$ cat src/rtl/inst_fetcher.sv
// Instruction fetch stage: PC lookup in a direct-mapped I-cache, memory fill on miss, ask/push handshake.
// The cache exists only when FETCHER_ICACHE_EN is defined; otherwise every fetch is serviced by memory.
module inst_fetcher #(
  parameter int ICACHE_INDEX_BITS = 6
) (
  input  logic        clk,
  input  logic        rst,
  input  logic        rdy,
  input  logic        has_misbranch,
  input  logic [31:0] in_pc,
  input  logic        in_has_jump,
  output logic [31:0] out_inst,
  output logic        out_has_ask,
  output logic        mem_req,
  output logic [31:0] mem_addr,
  input  logic        mem_done,
  input  logic [31:0] mem_data,
  input  logic        iq_full,
  output logic        iq_valid,
  output logic [31:0] iq_inst,
  output logic [31:0] iq_pc,
  output logic        iq_pred_jump
);
  typedef enum logic [1:0] {IDLE, MISS, ASK, PUSH} state_t;

  state_t      state;
  logic [31:0] cur_pc;
  logic        hit;
  logic [31:0] hit_data;

  if (ICACHE_INDEX_BITS < 1 || ICACHE_INDEX_BITS > 20) begin : g_bad_index
    $error("inst_fetcher: ICACHE_INDEX_BITS out of range");
  end

`ifdef FETCHER_ICACHE_EN
  localparam int LINES = 1 << ICACHE_INDEX_BITS;
  localparam int TAG_W = 30 - ICACHE_INDEX_BITS;

  logic [LINES-1:0]             line_valid;
  logic [TAG_W-1:0]             line_tag  [LINES];
  logic [31:0]                  line_data [LINES];
  logic [ICACHE_INDEX_BITS-1:0] rd_idx;
  logic [ICACHE_INDEX_BITS-1:0] wr_idx;
  logic                         fill;

  assign rd_idx   = in_pc[ICACHE_INDEX_BITS+1:2];
  assign wr_idx   = cur_pc[ICACHE_INDEX_BITS+1:2];
  assign hit      = line_valid[rd_idx] && (line_tag[rd_idx] == in_pc[31:ICACHE_INDEX_BITS+2]);
  assign hit_data = line_data[rd_idx];
  // A response racing a flush is dropped, so it must not reach the array either.
  assign fill     = rdy && !has_misbranch && (state == MISS) && mem_done;

  always_ff @(posedge clk) begin
    if (rst) begin
      line_valid <= '0;
    end else if (fill) begin
      line_valid[wr_idx] <= 1'b1;
    end
  end

  always_ff @(posedge clk) begin
    if (fill) begin
      line_tag[wr_idx]  <= cur_pc[31:ICACHE_INDEX_BITS+2];
      line_data[wr_idx] <= mem_data;
    end
  end
`else
  assign hit      = 1'b0;
  assign hit_data = '0;
`endif

  always_ff @(posedge clk) begin
    if (rst) begin
      state       <= IDLE;
      cur_pc      <= '0;
      out_inst    <= '0;
      out_has_ask <= 1'b0;
      mem_req     <= 1'b0;
      mem_addr    <= '0;
    end else if (rdy) begin
      if (has_misbranch) begin
        state       <= IDLE;
        out_has_ask <= 1'b0;
        mem_req     <= 1'b0;
      end else begin
        case (state)
          IDLE: begin
            if (!iq_full) begin
              cur_pc <= in_pc;
              if (hit) begin
                out_inst    <= hit_data;
                out_has_ask <= 1'b1;
                state       <= ASK;
              end else begin
                mem_req  <= 1'b1;
                mem_addr <= in_pc;
                state    <= MISS;
              end
            end
          end
          MISS: begin
            if (mem_done) begin
              out_inst    <= mem_data;
              out_has_ask <= 1'b1;
              mem_req     <= 1'b0;
              state       <= ASK;
            end
          end
          ASK: begin
            out_has_ask <= 1'b0;
            state       <= PUSH;
          end
          PUSH: state <= IDLE;
          default: state <= IDLE;
        endcase
      end
    end
  end

  // Queue space was checked in IDLE and nothing else pushes, so PUSH needs no iq_full test.
  assign iq_valid     = (state == PUSH) && rdy && !has_misbranch;
  assign iq_inst      = out_inst;
  assign iq_pc        = cur_pc;
  assign iq_pred_jump = in_has_jump;
endmodule

$ cat config.mk
export PLATFORM = sky130hd
export DESIGN_NAME = inst_fetcher
export DESIGN_NICKNAME = d
export VERILOG_FILES = /design/src/rtl/inst_fetcher.sv
export SDC_FILE = /design/constraint.sdc
export NUM_CORES = 1
export LEC_CHECK = 0
export ABC_CLOCK_PERIOD_IN_PS = 1450
export CAP_MARGIN = 40
export CORE_MARGIN = 2
export CORE_UTILIZATION = 33
export CTS_BUF_LIST = sky130_fd_sc_hd__clkbuf_4
export CTS_CLUSTER_SIZE = 12
export DETAILED_ROUTE_END_ITERATION = 8
export GPL_ROUTABILITY_DRIVEN = 0
export PLACE_DENSITY = 0.76
export REMOVE_ABC_BUFFERS = 1
export SYNTH_ARGS = -nofsm -noshare
export SYNTH_HDL_FRONTEND = slang
export SYNTH_SLANG_ARGS = --single-unit
$ cat constraint.sdc
create_clock -name clk -period 1.45 [get_ports clk]
set_input_delay 0.2175 -clock clk [delete_from_list [all_inputs] [get_ports clk]]
set_output_delay 0.2175 -clock clk [all_outputs]
set_load 0.03 [all_outputs]
=== After elaboration in Yosys (flattened, before gate mapping) ===
Cells that the tools add are included.

* Bits in latches: 0
* Memories: 0
* Logic and storage cells: 34
* Register bits: 68
* Output and inout port bits: 132
* ROM bits: 0
* Memory bits (writable): 0

* Bitwise logic cells: 2
* Muxes and demuxes: 11
* $lt $le $gt $ge: 0
* Div/mod/pow operators: 0
* Add/subtract/negate cells: 0
* Equality and inequality tests: 5
* Multiply operators: 0
* Shift-type cells: 0
* Reductions and logical operators: 11

{| class="wikitable"
|+ Operators with widths
! operator !! count
|-
| $reduce_and 4->1 || 3
|-
| $pmux 2 s4 || 1
|-
| $mux 2 || 3
|-
| $ne 3x3->1 const B || 2
|-
| $reduce_and 3->1 || 2
|-
| $reduce_bool 3->1 || 2
|-
| $mux 1 || 5
|-
| $eq 2x2->1 const B || 2
|-
| $pmux 1 s2 || 2
|-
| $eq 2x1->1 const B || 1
|-
| $logic_and 1x1->1 || 2
|-
| $logic_not 2->1 || 1
|-
| $not 1->1 || 2
|-
| $logic_not 1->1 || 1
|}

=== Longest topological paths before layout ===
Gate-level depths: netlist (run 1).

* Depth in word-level cells: 3
* Mapped depth: 7

=== Least setup slack after synthesis (run 1) ===
Ideal clock, no wire load.

* Path kind: reg-to-reg
* Start: register state[0]
* End: register cur_pc[10] (netlist: iq_pc[10])
* Data arrival time: 1.233 ns
* Library setup time: 0.132 ns
* Cell stages (with the launch flop): 8
* Path buffers: 2
* Data required time: 1.318 ns
* Setup slack: 0.084 ns
* Cell sequence: dfxtp_1 inv_1 ha_1 and4bb_2 buf_4 buf_6 nand2_1 a21oi_1

* Cells in the longest elaborated chain, start to end: 2

{| class="wikitable"
|+ Ends and longest elaborated chain
! item !! RTL line !! text
|-
| start, declared || 26 || <nowiki>state_t state;</nowiki>
|-
| start signal, assigned || 74 || <nowiki>state <= IDLE;</nowiki>
|-
| start signal, assigned || 82 || <nowiki>state <= IDLE;</nowiki>
|-
| start signal, assigned || 93 || <nowiki>state <= ASK;</nowiki>
|-
| $logic_not 2->1 || 86 || <nowiki>case (state)</nowiki>
|-
| $reduce_and 4->1 (no source line) || - ||
|-
| end signal, assigned || 89 || <nowiki>cur_pc <= in_pc;</nowiki>
|-
| end, declared || 27 || <nowiki>logic [31:0] cur_pc;</nowiki>
|}

No other way between the ends.
A chain may end at the register's enable or synchronous reset.

=== Final worst setup path (run 1) ===
* Start: register state[1]
* End: output iq_valid

* Cells in the longest elaborated chain, start to end: 3

{| class="wikitable"
|+ Ends and longest elaborated chain
! item !! RTL line !! text
|-
| $eq 2x2->1 || 121 || <nowiki>assign iq_valid = (state == PUSH) && rdy && !has_misbranch;</nowiki>
|-
| $logic_and 1x1->1 (2 in series) || 121 ||
|-
| end, declared || 19 || <nowiki>output logic iq_valid,</nowiki>
|}

No other way between the ends.

==> impl_metrics.ini, run 1 <==
[status]
status = finished, violations left
violations = setup timing

[pwr]
power.density_nw_per_um2 = 765
ir_worst_vdd_v = 0.000340
p_leak_nw = 2.00

[timing]
fin_tns_setup_ns = -0.000424
rsz0062_at_grt = true
min_period_over_period_pct = 100
slew_violations = 0
setup_viol = 1
worst_pin_slew_ns = 0.379
relSlewSlack_pct = 74.7
hold_viol = 0
fin_crit_ns = 1.45
worst_slack_ns = -0.000424
fin_skew_ns = 0.0158
maxClockFrequency_mhz = 689

[layout]
nNetsFinal = 597
syn_to_final_growth_pct = 54.5
finalInstanceArea_um2 = 4720
n_antenna_cell = 0
final_common_cell = nand2_1
final_cell_mix = nand2_1, clkdlybuf4s50_1, dfxtp_1
layout-drive-gt1-share_pct = 16.3

[synthesis]
syn-cell-area_um2 = 3050
ys_types = 25
synth.avg_cell_area_um2 = 7.97
syn_inst = 383
yosys_warnings = 0
ys_seq_area_share_pct = 44.6
ys_seq_elements = 68

[min_path]
min_from = rst
hold_path.class = in -> reg

[placement]
portBuffers = 200
dpl.hpwl_mm = 6.07
place_area_um2 = 4690

[routing]
wl_per_cell_um = 14.0
wl_met3_um = 854
highest_layer = met4
wl_met1_mm = 3.85
vias = 2981
routed_via_density = 4.67
dr_wl_met2_mm = 4.16
totalWireLength_mm = 8.94
drc = 0
drtIter0Drc = 72
detail_route.first_pass.iterations = 4
postRouteAntennaNets = 0

[critical_path]
reg2reg_from = state[1]$_SDFFE_PP0P_
crit_required_ns = 1.23
critical_path_class = reg -> out
crit_path_start_kind = register
cp_max_fo = 2
crit_path_start = state[1]$_SDFFE_PP0P_
endpoint_kind = output pin
crit_arrival_ns = 1.23

[global_route]
grt_pass1_wl_mm = 13.1
grt_pass1_vias = 2764
antenna_found_initial = 0
globalRouteTotalUtil_pct = 16.1
gr-total-overflow = 0
grt_max_degree = 37

[floorplanning]
std_cell_rows = 35
chipHeight_um = 100
die_w_um = 100
die_area_um2 = 10000
core_um2 = 9110
initial_core_util_pct = 33.5
ios = 203

[clock_network]
cts_hold_buf = 0
numCtsBuffers = 9
cts.clk_slew.worst_paths_ns = 0.12
h-tree-depth = 3
clock_tree.buffer_depth = 2
tritoncts = yes
clkSinkCount = 68
worstSkewPairLatency_ns = 0.39
clockRootBuffer = clkbuf_4

[job]
maxCapViolCount = 0
## worst paths after layout
path,cells after the start,slack (ns),to
worst max-delay path,4,-0.0004,iq_valid
worst min-delay path,2,0.05,state[0]$_SDFFE_PP0P_
worst max register to register,6,0.05,iq_inst[10]$_SDFFE_PP0P_
worst min register to register,2,0.47,iq_inst[28]$_SDFFE_PP0P_
## flip-flops by register name, summed over array words and instances (netlist names)
signal	flops
mem_req	1
out_has_ask	1
state	2
iq_inst	32
iq_pc	32
## cells in the mapped netlist
| cell | count | share of area (%) |
|---|---|---|
| buf_4 | 72 | 18 |
| o21ai_0 | 1 | 0.16 |
| nand4bb_1 | 1 | 0.37 |
| dfxtp_1 | 68 | 45 |
| and4b_1 | 1 | 0.33 |
| and4bb_2 | 1 | 0.41 |
| inv_1 | 2 | 0.25 |
| ha_1 | 4 | 1.6 |
| nor2b_1 | 1 | 0.21 |
| and4_1 | 1 | 0.29 |
| clkbuf_1 | 7 | 0.86 |
| a211o_1 | 2 | 0.57 |
| nand2_1 | 131 | 16 |
| nand2b_1 | 4 | 0.82 |
| a21oi_1 | 66 | 11 |
| and2_1 | 1 | 0.21 |
| nand4b_1 | 2 | 0.57 |
| a21boi_0 | 1 | 0.25 |
| buf_2 | 7 | 1.1 |
| a31oi_1 | 2 | 0.41 |
| buf_6 | 3 | 1.1 |
| o2111ai_1 | 1 | 0.29 |
| o21a_1 | 1 | 0.25 |
| nand4_1 | 2 | 0.41 |
| o22ai_1 | 1 | 0.21 |
## layer usage
layer | vias up | GRT usage [%]
met2 | 164 | 25.8
li1 | 1450 | -
met5 | - | 0
met4 | 0 | 5.80
met1 | 1357 | 20.7
met3 | 10 | 4.87
## report_power, final
part	switching, mW	internal, mW
clock	0.660	0.381
sequential	0.0344	1.91
combinational	0.321	0.303
total	1.02	2.59
## what timing repair did
| action | CTS | global route |
|---|---|---|
| pin swaps | 1 | 2 |
| gates resized for setup | 163 | 114 |
| cloned | 0 | 4 |
| buffers inserted | 1 | 0 |
| endpoints found under the setup margin | 156 | 144 |
## layout make-up
type / count / area, µm²
Inverter: 2 / 7.51
Tap cell: 111 / 139
Clock buffer: 11 / 82.6
Multi-Input combinational cell: 224 / 1100
Timing Repair Buffer: 217 / 1990
Fill cell: 889 / 4390
Sequential cell: 68 / 1370
Clock inverter: 5 / 28.8
## cell families (layout without fill, tap and decap cells)
family / after synthesis / after routing / share of synthesized area [%]
AOI/OAI and AO/OA: 75 / 75 / 13.0
adders and majority gates: 4 / 4 / 1.64
buffers and inverters: 91 / 235 / 21.1
DFF: 68 / 68 / 44.6
and+or+nand+nor: 145 / 145 / 19.7
## through the flow
step	hold WS (ns)	setup WS, ns	util, %	std cells	power (mW)
2_1_floorplan	0.287	-0.338	-	294	2.22
3_3_place_gp	0.435	-0.0487	51.5	617	2.63
3_5_place_dp	0.435	-0.113	51.5	617	2.63
4_1_cts	0.00929	-0.0468	51.8	634	3.64
5_1_grt	0.0290	-0.0637	51.8	638	3.79
6_report	0.0533	-0.000424	51.8	638	3.61
## worst max-delay path: stages (launching register included)
cell and delay, ns:
dfxtp_2 0.34, buf_6 0.12, ha_4 0.14, and2_4 0.13
buf_6 0.13
Power figures use the tool's default switching activity.
==> run 2: changes to the inputs <==
CELL_PAD_IN_SITES_DETAIL_PLACEMENT = 0   (was default)
CELL_PAD_IN_SITES_GLOBAL_PLACEMENT = 1   (was default)
CORE_UTILIZATION = 22   (was 33)
PLACE_DENSITY = 0.75   (was 0.76)
==> run 2 against run 1 <==
Against the previous run:
- global-route usage shrank 4.3 points
- non-clock buffer count shrank 4
- sequential share of layout area grew 1.5 points
- register-to-register slack gained 0.03 ns
- cell count grew 10%
- fmax shrank 3.1%
- combinational power shrank 3%
- worst setup slack lost 0.046 ns
- hold slack gained 0.16 ns
- clock-buffer cell count is the same
- the run still ends with setup timing left
- clock skew shrank 0.0039 ns
==> impl_metrics.ini, run 2 (synthesis gave the netlist of run 1 again) <==
[pwr]
pwr-share-clk_pct = 31.6
power_switching_mw = 0.989
p_int_mw = 2.74
p_leak_nw = 1.81
ir_worst_vdd_v = 0.000414
pwr-share-seq_pct = 52.1
switching_share_pct = 26.5
p_comb_share_pct = 16.3
power.density_nw_per_um2 = 834

[timing]
setup_viol = 1
fin_skew_ns = 0.0119
worst_slack_ns = -0.0468
maxClockFrequency_mhz = 668
fin_crit_ns = 1.50
worst_pin_slew_ns = 0.304
relSlewSlack_pct = 79.7
whs_ns = 0.216
rsz0062_at_grt = true
min_period_over_period_pct = 103
hold_viol = 0
slew_violations = 0

[status]
violations = setup timing
status = finished, violations left

[floorplanning]
ios = 203
core_um2 = 13700
chipHeight_um = 122
std_cell_rows = 43
die_area_um2 = 14800
die_w_um = 122
initial_core_util_pct = 22.2

[placement]
portBuffers = 200
place_area_um2 = 4790
dp.cells = 686
dpl.hpwl_mm = 6.38

[routing]
drtIter0Drc = 137
totalWireLength_mm = 8.83
routed_via_density = 4.19
vias = 2943
wl_per_cell_um = 12.6
drc = 0
postRouteAntennaNets = 0
detail_route.first_pass.iterations = 6

[layout]
final_cell_mix = nand2_1, clkbuf_2, clkdlybuf4s50_1
syn_to_final_growth_pct = 46.5
nNetsFinal = 593
final_common_cell = nand2_1
final_cells = 702
finalInstanceArea_um2 = 4470
n_antenna_cell = 0
layout-drive-gt1-share_pct = 29.3

[critical_path]
timing.rr.end = iq_pc[24]$_SDFFE_PP0P_
rrSetupSlack_ns = 0.08
crit_path_start = rdy
critical_path_class = in -> out
cp_top_family = buffers and inverters
endpoint_kind = output pin
cpMaxStageDelayCell = clkdlybuf4s50_1
reg2reg_from = state[0]$_SDFFE_PP0P_
critPathMaxStageDelay_ns = 0.55
r2r_cells = 6
crit_arrival_ns = 1.28
crit_buf_inv = 2
endpoint = iq_valid
crit_required_ns = 1.23
cp_max_fo = 6
crit_path_start_kind = primary input
cp_cell_sequence = clkdlybuf4s50_1 > nor2b_1 > and2_4 > buf_6
cp_num_cells = 4

[clock_network]
clock_tree.buffer_depth = 2
cts.clk_slew.worst_paths_ns = 0.10
h-tree-depth = 3
clockRootBuffer = clkbuf_4
tritoncts = yes
numCtsBuffers = 9
cts_hold_buf = 0
clkSinkCount = 68
worstSkewPairLatency_ns = 0.40

[global_route]
grt_pass1_wl_mm = 13.7
globalRouteTotalUtil_pct = 11.8
grt_max_degree = 39
antenna_found_initial = 0
grt_pass1_vias = 2816
gr-total-overflow = 0

[min_path]
hold_path.class = in -> reg

[job]
maxCapViolCount = 0
run 2: changes by cell type in the layout (fill, tap and decap cells not counted), sizes merged:
cell,delta
buf,-1
clkdlybuf4s15,-22
clkbuf,+61
clkdlybuf4s50,+1
bufinv,+1
clkdlybuf4s18,+1
dlygate4sd2,-43
dlymetal6s2s,-1
clkinvlp,-2
run 2: cell type report:
type                    instances  area, µm²
fillers                      1467       9250
inverters                       2       7.51
multi-input cells             224       1090
clock inverters                 4       41.3
clock buffers                  11       82.6
repair buffers                213       1660
well taps                     180        225
flip-flops and latches         68       1360
run 2: power groups by stage:
| stage | clock, mW | sequential, mW | combinational (mW) |
|---|---|---|---|
| final | 1.18 | 1.94 | 0.606 |
| after global routing | 1.37 | 1.95 | 0.647 |
| after CTS | 1.26 | 1.94 | 0.627 |
| after detailed placement | 0 | 1.98 | 0.663 |
| after global placement | 0 | 1.98 | 0.660 |
| after floorplan | 0 | 2.13 | 0.0882 |
run 2: worst min-delay path by stage:
stage / start / end / cells after the start
after global placement: in_has_jump / iq_pred_jump / 0
after CTS: rst / mem_req$_SDFFE_PP0P_ / 4
final: rst / mem_req$_SDFFE_PP0P_ / 4
after detailed placement: in_has_jump / iq_pred_jump / 0
after global routing: rst / mem_req$_SDFFE_PP0P_ / 4
after floorplan: rst / iq_inst[0]$_SDFFE_PP0P_ / 1
run 2: timing repair:
item / CTS / global route
resized for setup: 203 / 188
pin swaps: 0 / 0
setup buffers: 1 / 0
endpoints found under the setup margin: 167 / 185
run 2: routing by layer:
metal  share of wire [%]  vias up  GRT usage [%]  wire, µm
li1                    -     1440              -         -
met1                  44     1332           14.6      3880
met2                  44      165           18.4      3850
met3                  11        6           4.82      1010
met4                0.99        0           4.45        87
met5                   0        -              0         0
run 2: stage by stage:
| step | util [%] | total power [mW] | setup slack, ns | setup TNS (ns) |
|---|---|---|---|---|
| global placement | 34.9 | 2.64 | -0.0674 | -2.03 |
| finish | 32.6 | 3.73 | -0.0468 | -0.0468 |
| CTS | 35.5 | 3.83 | -0.0582 | -0.0929 |
| floorplan | - | 2.22 | -0.338 | -20.60 |
| detailed placement | 34.9 | 2.65 | -0.110 | -4.67 |
| global route | 32.6 | 3.97 | -0.105 | -0.109 |
run 2: worst register-to-register path, stage by stage (launching register included):
cell	delay (ns)
dfxtp_2	0.38
inv_2	0.11
ha_4	0.17
and4bb_2	0.26
buf_12	0.19
nand2_1	0.10
a21oi_1	0.12
==> run 3: changes to the inputs <==
ABC_CLOCK_PERIOD_IN_PS = 1500   (was 1450)
CORE_UTILIZATION = 25   (was 22)
PLACE_DENSITY = 0.81   (was 0.75)
clock period = 1.5 ns   (was 1.45 ns; I/O delays follow)
==> run 3 against run 2 <==
Against the previous run:
- the run still ends with setup timing left
- first-iteration DRC count is 8.8% lower
- sequential share of layout area is 1.7 points lower
- sequential power is 3% lower
- critical path depth stayed put
- clock-buffer cell count stayed put
- die area is 12% lower
- critical path type unchanged
- highest routed layer unchanged
==> impl_metrics.ini, run 3 (synthesis gave the netlist of run 1 again) <==
[status]
status = finished, violations left
violations = setup timing

[routing]
detail_route.first_pass.iterations = 4
vias = 2931
postRouteAntennaNets = 0
drc = 0
routed_via_density = 4.38
drtIter0Drc = 125
totalWireLength_mm = 8.72
wl_per_cell_um = 13.0

[job]
maxCapViolCount = 0

[global_route]
globalRouteTotalUtil_pct = 12.8
grt_pass1_wl_mm = 13.4
gr-total-overflow = 0
antenna_found_initial = 1
grt_max_degree = 40
grt_pass1_vias = 2814

[clock_network]
clkSinkCount = 68
cts.clk_slew.worst_paths_ns = 0.10
numCtsBuffers = 9
cts_hold_buf = 0
worstSkewPairLatency_ns = 0.40
clock_tree.buffer_depth = 2
tritoncts = yes
clockRootBuffer = clkbuf_4
h-tree-depth = 3

[placement]
portBuffers = 200
dpl.hpwl_mm = 6.35
place_area_um2 = 4730

[timing]
worst_slack_ns = -0.000361
fin_tns_setup_ns = -0.000361
fin_crit_ns = 1.50
hold_viol = 0
rsz0062_at_grt = true
relSlewSlack_pct = 71.6
worst_pin_slew_ns = 0.427
fin_skew_ns = 0.0161
maxClockFrequency_mhz = 667
slew_violations = 0
min_period_over_period_pct = 100
setup_viol = 1

[floorplanning]
chipHeight_um = 114
die_w_um = 114
die_area_um2 = 13100
core_um2 = 12000
ios = 203
initial_core_util_pct = 25.5
std_cell_rows = 40

[min_path]
worstHoldEndpoint = mem_req$_SDFFE_PP0P_
hold_path.class = in -> reg
min_from = rst
holdPathStages = 4

[pwr]
p_comb_share_pct = 17.1
pwr-share-seq_pct = 54.7
p_int_mw = 2.48
power.density_nw_per_um2 = 724
pwr-share-clk_pct = 28.1
ir_worst_vdd_v = 0.000297
power_switching_mw = 0.945
switching_share_pct = 27.6
p_leak_nw = 2.08
p_total_mw = 3.43

[layout]
final_common_cell = nand2_1
nNetsFinal = 593
layout-drive-gt1-share_pct = 9.20
n_antenna_cell = 0
finalInstanceArea_um2 = 4730
final_cell_mix = nand2_1, dlygate4sd2_1, clkdlybuf4s50_1
fillers = 1261
syn_to_final_growth_pct = 55.1

[critical_path]
timing.rr.end = iq_pc[25]$_SDFFE_PP0P_
reg2reg_from = state[1]$_SDFFE_PP0P_
crit_required_ns = 1.27
crit_arrival_ns = 1.28
endpoint_kind = output pin
critical_path_class = in -> out
rrSetupSlack_ns = 0.10
cp_max_fo = 7
crit_path_start_kind = primary input
r2r_cells = 6
[run 3: cell types whose count changed in the layout (fill, tap and decap cells not counted), sizes merged]
cell | previous run | this run
clkdlybuf4s18 | 1 | 0
bufinv | 1 | 0
dlygate4sd2 | 0 | 81
clkbuf | 114 | 21
clkdlybuf4s15 | 26 | 39
clkinv | 3 | 4
[run 3: critical path, stage by stage]
cell and delay (ns):
clkdlybuf4s50_1 0.57, nor2b_2 0.20, and2_4 0.15, buf_6 0.12
[run 3: repair_timing]
action	4_1_cts	5_1_grt
endpoints found under the setup margin	134	111
setup buffers	1	0
pin swaps	0	0
resized for setup	140	62
gates cloned	0	0
[run 3: how the worst max path moves through the flow]
stage / startpoint / end / slack (ns) / cells after the start
6_report: rdy / iq_valid / -0.0004 / 4
2_1_floorplan: state[1]$_SDFFE_PP0P_ / iq_inst[0]$_SDFFE_PP0P_ / -0.29 / 5
4_1_cts: state[1]$_SDFFE_PP0P_ / iq_valid / -0.02 / 4
3_5_place_dp: has_misbranch / iq_pc[9]$_SDFFE_PP0P_ / -0.09 / 5
5_1_grt: state[1]$_SDFFE_PP0P_ / iq_valid / -0.06 / 4
3_3_place_gp: has_misbranch / iq_pc[25]$_SDFFE_PP0P_ / -0.06 / 5
[run 3: per-stage QoR]
stage	setup WS (ns)	instances	util, %	hold WS [ns]
global placement	-0.0581	653	39.6	0.450
floorplan	-0.288	294	-	0.294
finish	-0.000361	669	39.6	0.158
global route	-0.0628	669	39.6	0.156
CTS	-0.0184	669	39.4	0.117
detailed placement	-0.0873	653	39.6	0.450
[run 3: layout make-up]
cell class	instances	area [µm²]	area share, %
flip-flops and latches	68	1360	28.8
clock buffers	11	82.6	1.74
repair buffers	213	2000	42.2
inverters	2	7.51	0.159
well taps	147	184	3.89
clock inverters	4	17.5	0.370
multi-input cells	224	1080	22.8
[run 3: power by group through the flow]
stage / clock (mW) / sequential [mW] / combinational, mW
3_3_place_gp: 0 / 1.92 / 0.630
5_1_grt: 1.12 / 1.88 / 0.627
2_1_floorplan: 0 / 2.06 / 0.0853
3_5_place_dp: 0 / 1.92 / 0.634
4_1_cts: 1.04 / 1.88 / 0.589
6_report: 0.964 / 1.88 / 0.588
[run 3: routing by layer]
metal | track usage, % | up-vias | wire length [µm]
li1 | - | 1437 | -
met3 | 5.56 | 5 | 1030
met5 | 0 | - | 0
met2 | 20.9 | 163 | 3900
met4 | 4.39 | 0 | 97
met1 | 15.1 | 1326 | 3700
